===== config.mk =====
export PLATFORM = sky130hd
export DESIGN_NAME = ip_atan2_cordic
export DESIGN_NICKNAME = d
export VERILOG_FILES = /design/src/rtl/ip_atan2_cordic.sv
export SDC_FILE = /design/constraint.sdc
export NUM_CORES = 1
export LEC_CHECK = 0
export BUFFER_PORTS_ARGS = -buffer_cell sky130_fd_sc_hd__buf_2
export CAP_MARGIN = 20
export CORE_ASPECT_RATIO = 1.2
export CORE_MARGIN = 2
export CORE_UTILIZATION = 51
export CTS_CLUSTER_SIZE = 12
export DETAILED_ROUTE_END_ITERATION = 8
export PLACE_DENSITY = 0.72
export SYNTH_ARGS = -nofsm -noshare
export SYNTH_HDL_FRONTEND = slang
export SYNTH_SLANG_ARGS = --single-unit

===== constraint.sdc =====
create_clock -name clk -period 8.2 [get_ports clk]
set_input_delay 0.82 -clock clk [delete_from_list [all_inputs] [get_ports clk]]
set_output_delay 0.82 -clock clk [all_outputs]
set_load 0.02 [all_outputs]

===== src/rtl/ip_atan2_cordic.sv =====
// Vectoring-mode CORDIC: signed (x,y) in, quadrant+degree angle and magnitude out.
// One micro-rotation per clock through IDLE -> FOLD -> ITER -> GAIN.
module ip_atan2_cordic #(
    parameter int DIN_WD = 14,
    parameter int DEG_WD = 17,
    parameter int ITER   = 16,
    parameter int GUARD  = 3
) (
    input  logic                     clk,
    input  logic                     rst_n,
    input  logic                     in_vld,
    output logic                     in_rdy,
    input  logic signed [DIN_WD-1:0] x_in,
    input  logic signed [DIN_WD-1:0] y_in,
    output logic                     out_vld,
    output logic        [DEG_WD-1:0] theta,
    output logic        [DIN_WD-1:0] mag,
    output logic                     zero_vec
);

    localparam int XW = DIN_WD + 2 + GUARD;
    localparam int ZW = DEG_WD + 1;
    localparam int DW = DEG_WD - 2;
    localparam int CW = $clog2(ITER);
    localparam int PW = XW + 17;

    localparam logic        [15:0]   GAIN_C  = 16'h9B75;
    localparam logic signed [PW-1:0] RND     = PW'(64'd1 << (15 + GUARD));
    localparam logic signed [PW-1:0] MAG_MAX = PW'((64'd1 << (DIN_WD - 1)) - 64'd1);
    localparam logic signed [ZW-1:0] Z_MAX   = ZW'((64'd1 << DW) - 64'd1);

    typedef enum logic [1:0] {S_IDLE, S_FOLD, S_ITER, S_GAIN} state_t;

    state_t                 state_reg, state_next;
    logic signed [XW-1:0]   x_reg, x_next, y_reg, y_next;
    logic signed [ZW-1:0]   z_reg, z_next;
    logic        [1:0]      quad_reg, quad_next;
    logic                   zero_reg, zero_next;
    logic        [CW-1:0]   cnt_reg, cnt_next;

    logic signed [XW-1:0]   sx, sy;
    logic signed [ZW-1:0]   atan_step;
    logic signed [PW-1:0]   prod, prod_rnd, mag_sh;
    logic        [DIN_WD-1:0] mag_sat;
    logic        [DW-1:0]   deg_sat;

    // atan(2^-i) in angle LSBs, 2^17 per full turn
    function automatic logic signed [ZW-1:0] atan_lut(input logic [CW-1:0] i);
        logic signed [ZW-1:0] a;
        case (int'(i))
            0:  a = ZW'(16384);
            1:  a = ZW'(9672);
            2:  a = ZW'(5110);
            3:  a = ZW'(2594);
            4:  a = ZW'(1302);
            5:  a = ZW'(652);
            6:  a = ZW'(326);
            7:  a = ZW'(163);
            8:  a = ZW'(81);
            9:  a = ZW'(41);
            10: a = ZW'(20);
            11: a = ZW'(10);
            12: a = ZW'(5);
            13: a = ZW'(3);
            default: a = ZW'(1);
        endcase
        return a;
    endfunction

    assign sx        = x_reg >>> cnt_reg;
    assign sy        = y_reg >>> cnt_reg;
    assign atan_step = atan_lut(cnt_reg);

    always_ff @(posedge clk or negedge rst_n) begin
        if (!rst_n) state_reg <= S_IDLE;
        else        state_reg <= state_next;
    end

    always_comb begin
        state_next = state_reg;
        in_rdy     = 1'b0;
        case (state_reg)
            S_IDLE: begin
                in_rdy = 1'b1;
                if (in_vld) state_next = S_FOLD;
            end
            S_FOLD: state_next = S_ITER;
            S_ITER: if (cnt_reg == CW'(ITER - 1)) state_next = S_GAIN;
            S_GAIN: state_next = S_IDLE;
            default: state_next = S_IDLE;
        endcase
    end

    always_comb begin
        x_next    = x_reg;
        y_next    = y_reg;
        z_next    = z_reg;
        quad_next = quad_reg;
        zero_next = zero_reg;
        cnt_next  = cnt_reg;
        case (state_reg)
            S_IDLE: if (in_vld) begin
                x_next    = {{2{x_in[DIN_WD-1]}}, x_in, {GUARD{1'b0}}};
                y_next    = {{2{y_in[DIN_WD-1]}}, y_in, {GUARD{1'b0}}};
                zero_next = (x_in == '0) && (y_in == '0);
            end
            S_FOLD: begin
                z_next   = '0;
                cnt_next = '0;
                // rotate into x>0, y>=0; the all-zero vector falls through as q0
                if (x_reg > 0 && y_reg >= 0) begin
                    quad_next = 2'd0;
                end else if (x_reg <= 0 && y_reg > 0) begin
                    quad_next = 2'd1;
                    x_next    = y_reg;
                    y_next    = -x_reg;
                end else if (x_reg < 0 && y_reg <= 0) begin
                    quad_next = 2'd2;
                    x_next    = -x_reg;
                    y_next    = -y_reg;
                end else if (x_reg >= 0 && y_reg < 0) begin
                    quad_next = 2'd3;
                    x_next    = -y_reg;
                    y_next    = x_reg;
                end else begin
                    quad_next = 2'd0;
                end
            end
            S_ITER: begin
                if (!y_reg[XW-1]) begin
                    x_next = x_reg + sy;
                    y_next = y_reg - sx;
                    z_next = z_reg + atan_step;
                end else begin
                    x_next = x_reg - sy;
                    y_next = y_reg + sx;
                    z_next = z_reg - atan_step;
                end
                cnt_next = cnt_reg + 1'b1;
            end
            default: ;
        endcase
    end

    // Undo the CORDIC gain and drop the guard bits in one rounded multiply
    always_comb begin
        prod     = x_reg * $signed({1'b0, GAIN_C});
        prod_rnd = prod + RND;
        mag_sh   = prod_rnd >>> (16 + GUARD);
        if (mag_sh > MAG_MAX)  mag_sat = MAG_MAX[DIN_WD-1:0];
        else if (mag_sh < 0)   mag_sat = '0;
        else                   mag_sat = mag_sh[DIN_WD-1:0];
        if (z_reg < 0)         deg_sat = '0;
        else if (z_reg > Z_MAX) deg_sat = Z_MAX[DW-1:0];
        else                   deg_sat = z_reg[DW-1:0];
    end

    always_ff @(posedge clk or negedge rst_n) begin
        if (!rst_n) begin
            x_reg    <= '0;
            y_reg    <= '0;
            z_reg    <= '0;
            quad_reg <= '0;
            zero_reg <= 1'b0;
            cnt_reg  <= '0;
            out_vld  <= 1'b0;
            theta    <= '0;
            mag      <= '0;
            zero_vec <= 1'b0;
        end else begin
            x_reg    <= x_next;
            y_reg    <= y_next;
            z_reg    <= z_next;
            quad_reg <= quad_next;
            zero_reg <= zero_next;
            cnt_reg  <= cnt_next;
            out_vld  <= (state_reg == S_GAIN);
            if (state_reg == S_GAIN) begin
                theta    <= zero_reg ? '0 : {quad_reg, deg_sat};
                mag      <= zero_reg ? '0 : mag_sat;
                zero_vec <= zero_reg;
            end
        end
    end

endmodule

Word level (Yosys, flattened, before mapping)
Memory sizes are Yosys's and may differ from the RTL's.
Index checks and enable logic that the tools add are counted.
- bits in registers: 98
- bits in read-only memories: 240
- bits of input ports: 31
- output and inout bits: 34
- logic and storage cells: 89
- memories kept: 1
- memories (name ; depth ; bits a word ; rd ports ; clocked after Yosys merged registers in ; write ports ; line ; RTL):
    (name not given) ; 16 ; 15 ; 1 ; 0 ; 0 ; 50 ; case (int'(i))
- add/sub/neg operators: 10
- multiply operators: 1
- order comparisons: 12
- eq/ne operators: 8
- shift operators: 2
- muxes and demuxes: 31
- reductions and logical operators: 13
- operators with widths (cell ; number):
    $mux 19 ; 12
    $pmux 19 s3 ; 2
    $mux 14 ; 3
    $add 19x19->19 ; 2
    $ge 19x1->1 const B ; 2
    $gt 19x1->1 const B ; 2
    $le 19x1->1 const B ; 2
    $lt 19x1->1 const B ; 2
    $neg 19->19 ; 2
    $sshr 19x4->19 ; 2
    $sub 19x19->19 ; 2
    $add 36x20->36 const B ; 1
    $mul 19x17->36 const B ; 1
    $pmux 18 s2 ; 1
    $mux 15 ; 2
    $logic_not 14->1 ; 2
    $add 18x18->18 ; 1
    $gt 18x16->1 const B ; 1
    $lt 18x1->1 const B ; 1
    $mux 18 ; 1
    $sub 18x18->18 ; 1
    $gt 17x14->1 const B ; 1
    $lt 17x1->1 const B ; 1
    $mux 17 ; 1
    16 further kinds ; 29

Longest topological paths before layout
- depth after elaboration: 7
- mapped depth: 25
- depth with buffers taken out: 24

Worst setup path after synthesis
OpenSTA, ideal clock, no wires.
- kind: register to register
- start: reg x_reg[16]
- end: reg mag[10]
- data arrival time: 6.549 ns
- slack: 1.525 ns
- stages on the path, launching flop included: 25
- buffers on the path: 2
- path through: dfrtp_1 clkbuf_1 inv_1 ha_1 inv_1 fa_1 inv_1 fa_1 fa_1 fa_1 inv_1 fa_1 inv_1 ha_1 and4_1 and2_1 a221oi_1 o21a_1 a21bo_2 a211oi_1 nor3_1 or4b_1 a21bo_2 clkbuf_1 a221o_1
- word-level cells in the longest chain between the ends: 6
- ends and longest elaborated chain (element ; line ; RTL):
    start, declared ; 35 ; logic signed [XW-1:0] x_reg, x_next, y_reg, y_next;
    start signal, assigned ; 171 ; x_reg <= x_next;
    $mul 19x17->36 * ; 147 ; prod = x_reg * $signed({1'b0, GAIN_C});
    $add 36x20->36 * ; 148 ; prod_rnd = prod + RND;
    $lt 17x1->1 ; 151 ; else if (mag_sh < 0) mag_sat = '0;
    $mux 14 ; 151 ;
    $mux 14 * ; 150 ; if (mag_sh > MAG_MAX) mag_sat = MAG_MAX[DIN_WD-1:0];
    $mux 14 * ; 180 ; mag <= zero_reg ? '0 : mag_sat;
    end signal, assigned ; 180 ;
    end, declared ; 17 ; output logic [DIN_WD-1:0] mag,
Every way passes the cells marked *; elsewhere a longest branch is shown, timed or not.
A chain may end at the register's enable or synchronous reset.

Worst setup path in the final report
- start: reg x_reg[14]
- end: reg mag[6]
Same word-level chain as after synthesis.

==> impl_metrics.env <==
export IMPL_dp_slack_ns=1.03
export IMPL_grt_pass1_wl_mm=89.7
export IMPL_dp_hpwl_mm=43.9
export IMPL_postSynthNetCount=2500
export IMPL_fin_setup_tns_ns=0
export IMPL_grt_overflow_total=0
export IMPL_clkTransAtPathRegs_ns=0.09
export IMPL_max_freq_mhz=139
export IMPL_critPathBufInv=5
export IMPL_status="completed"
export IMPL_slowest_stage="dfrtp_1"
export IMPL_maxCapViolCount=0
export IMPL_worstRegToRegCells=22
export IMPL_criticalPathCategory="flop to flop"
export IMPL_synth_ff_type="dfrtp_1"
export IMPL_crit_required_ns=8.47
export IMPL_avgRoutedWirePerCell_um=22.3
export IMPL_setup_viol=0
export IMPL_ys_warn_count=0
export IMPL_startpoint_type="flop"
export IMPL_cts_tree="done"
export IMPL_start_util=0.519
export IMPL_ys_async_sr_fraction=1.00
export IMPL_drt_pass1_iterations=5
export IMPL_setup_slack_ns=1.02
export IMPL_cts_setup_buffers=0
export IMPL_ios=65
export IMPL_portBuffers=64
export IMPL_synth_area_per_cell_um2=8.68
export IMPL_seq_area_frac_synth=0.135
export IMPL_syn_inst=2092
export IMPL_fin_crit_ns=7.18
export IMPL_drc=0
export IMPL_first_iter_violations=1452
export IMPL_grt_total_usage=0.314
export IMPL_cts_hold_buf=0
export IMPL_die_height_um=211
export IMPL_r2r_slack_ns=1.02
export IMPL_synth_edff_count=0
export IMPL_syn_to_final_growth_pct=4.84
export IMPL_hold_viol_final=0
export IMPL_insertion_delay_ns=0.39
export IMPL_synth_distinct_cells=88
export IMPL_r2r_end="mag[6]"
export IMPL_cp_slowest_stage_delay_ns=0.73
export IMPL_rsz0062_at_grt="false"
export IMPL_routed_wl_mm=57.0
export IMPL_coreArea_um2=35000
export IMPL_syn_area_um2=18200
export IMPL_final_period_utilization=0.876
export IMPL_fillCellCount=3235
export IMPL_end_kind="flop"
export IMPL_synth_seq_cells=98
export IMPL_clkSinkCount=98
export IMPL_vias_per_cell=6.19
export IMPL_max_slew_margin_rel=0.272
export IMPL_antennaDiodeCount=0
export IMPL_grt_max_degree=74
export IMPL_globalplace_congestion=0.962
export IMPL_die_w_um=176
export IMPL_hp_class="input pin to async pin"
export IMPL_cp_cell_sequence="inv_1 > ha_1 > inv_1 > fa_1 > fa_1 > inv_1 > fa_1 > fa_1 > inv_1 > fa_1 > inv_1 > ha_1 > and4_1 > and2_1 > a221oi_1 > o21a_1 > a21bo_2 > a211oi_1 > nor3_1 > or4b_1 > a21bo_2 > a221o_1"
export IMPL_cts_max_level=3
export IMPL_critPathTopFamily="adder cells"
export IMPL_cts_root_buf="clkbuf_16"
export IMPL_critPathMaxFanout=15
export IMPL_arrival_ns=7.45
export IMPL_antenna_left=0
export IMPL_dieArea_um2=37100
export IMPL_post_cts_resized=0
export IMPL_final_util=0.544
export IMPL_max_slew_worst_pin_slew_ns=1.08
export IMPL_fin_skew_ns=0.0213
export IMPL_nets=2491
export IMPL_vias=15800
export IMPL_rows=75
export IMPL_numCtsBuffers=9
export IMPL_drive_gt1_frac=0.0939
export IMPL_antenna_found_initial=0
export IMPL_r2r_start="x_reg[14]"
export IMPL_ctsLongestPathBuffers=2
export IMPL_slew_violations=0
export IMPL_grt_pass1_vias=16000
synth_stat cells, drive strengths merged (9+ instances only):
| cell type | n | area, um2 |
|---|---|---|
| mux2i | 32 | 324 |
| nor2 | 119 | 454 |
| and3 | 16 | 100 |
| clkbuf | 65 | 246 |
| or3 | 14 | 87.6 |
| inv | 303 | 1140 |
| a211oi | 9 | 67.6 |
| nor2b | 18 | 113 |
| o21a | 16 | 120 |
| a221oi | 13 | 120 |
| nor4 | 15 | 100 |
| nand2 | 138 | 528 |
| o2bb2ai | 27 | 236 |
| ha | 236 | 2950 |
| xnor2 | 85 | 744 |
| o21ai | 114 | 574 |
| nor3 | 35 | 185 |
| a21o | 30 | 225 |
| a31oi | 30 | 188 |
| and2 | 14 | 90.1 |
| nand2b | 16 | 100 |
| mux4 | 39 | 882 |
| a22oi | 10 | 75.1 |
| fa | 141 | 2820 |
| dfrtp | 98 | 2450 |
| buf | 48 | 282 |
| o31ai | 23 | 186 |
| o211ai | 23 | 173 |
| xor2 | 49 | 429 |
| nand3 | 24 | 120 |
| o221ai | 18 | 158 |
| a221o | 16 | 160 |
| mux2 | 16 | 180 |
| o22ai | 18 | 113 |
| a21oi | 138 | 698 |
final cells by class:
| class | count | area [um2] | share of cell area |
|---|---|---|---|
| inverters | 306 | 1150 | 0.0603 |
| flip-flops and latches | 98 | 2460 | 0.129 |
| clock buffers | 11 | 233 | 0.0122 |
| repair buffers | 93 | 541 | 0.0284 |
| clock inverters | 5 | 41.3 | 0.00217 |
| multi-input cells | 1575 | 14000 | 0.737 |
| well taps | 462 | 578 | 0.0304 |
cells by family after synthesis:
kind of cell	share of synthesized area
buffers and inverters	0.0923
AO/OA/AOI/OAI	0.193
XOR/XNOR	0.0646
AND/OR/NAND/NOR	0.121
multiplexers	0.0763
flip-flops	0.135
adder cells (fa/ha/maj)	0.318
through the flow:
| step | hold WS [ns] | instance area [um2] | instances |
|---|---|---|---|
| after global routing | 0.392 | 19000 | 2550 |
| after global placement | 0.465 | 18800 | 2534 |
| after CTS | 0.373 | 19000 | 2550 |
| final | 0.366 | 19000 | 2550 |
| after detailed placement | 0.468 | 18800 | 2534 |
| after floorplan | 0.472 | 18200 | 2092 |
layout by cell type, fill, tap and decap left out, types with 7 or more instances in the layout:
cell type,n
nand4_1,8
mux4_2,38
xor2_1,49
o2bb2ai_1,27
mux2i_1,31
xnor2_1,85
o21a_1,16
clkbuf_16,9
fa_1,141
nand2b_1,16
nand3_1,24
o211ai_1,23
a22oi_1,10
a21oi_1,136
o21ai_0,75
or3_1,14
mux2_2,16
nor2b_1,18
a221o_1,16
inv_1,300
o22ai_1,18
a21o_1,30
nor2_1,118
nand2_1,136
nor3_1,33
o221ai_1,18
buf_2,63
a211oi_1,9
a31oi_1,30
o31ai_1,22
nor4_1,14
buf_4,30
o21ai_1,37
and2_1,13
and3_1,16
ha_1,235
dfrtp_1,92
a221oi_1,12
o21bai_1,7
worst max-delay path by stage:
stage	startpoint	end	slack, ns	depth (start not counted)
global route	x_reg[14]	mag[1]	0.63	22
global placement	x_reg[14]	mag[2]	1.21	22
floorplan	x_reg[16]	mag[10]	1.52	24
finish	x_reg[14]	mag[6]	1.02	22
CTS	x_reg[13]	mag[8]	1.00	22
detailed placement	x_reg[13]	mag[8]	1.03	22
per-layer routing:
layer	vias up	global-route usage	share of wire
met5	-	0	0
met4	0	0.160	0.054
met3	164	0.0360	0.062
met2	594	0.524	0.48
met1	7761	0.403	0.40
li1	7267	-	-
Power is left out: the tool's default activity adds up to more than one toggle a clock period on the data nets, which glitch-free logic cannot reach.
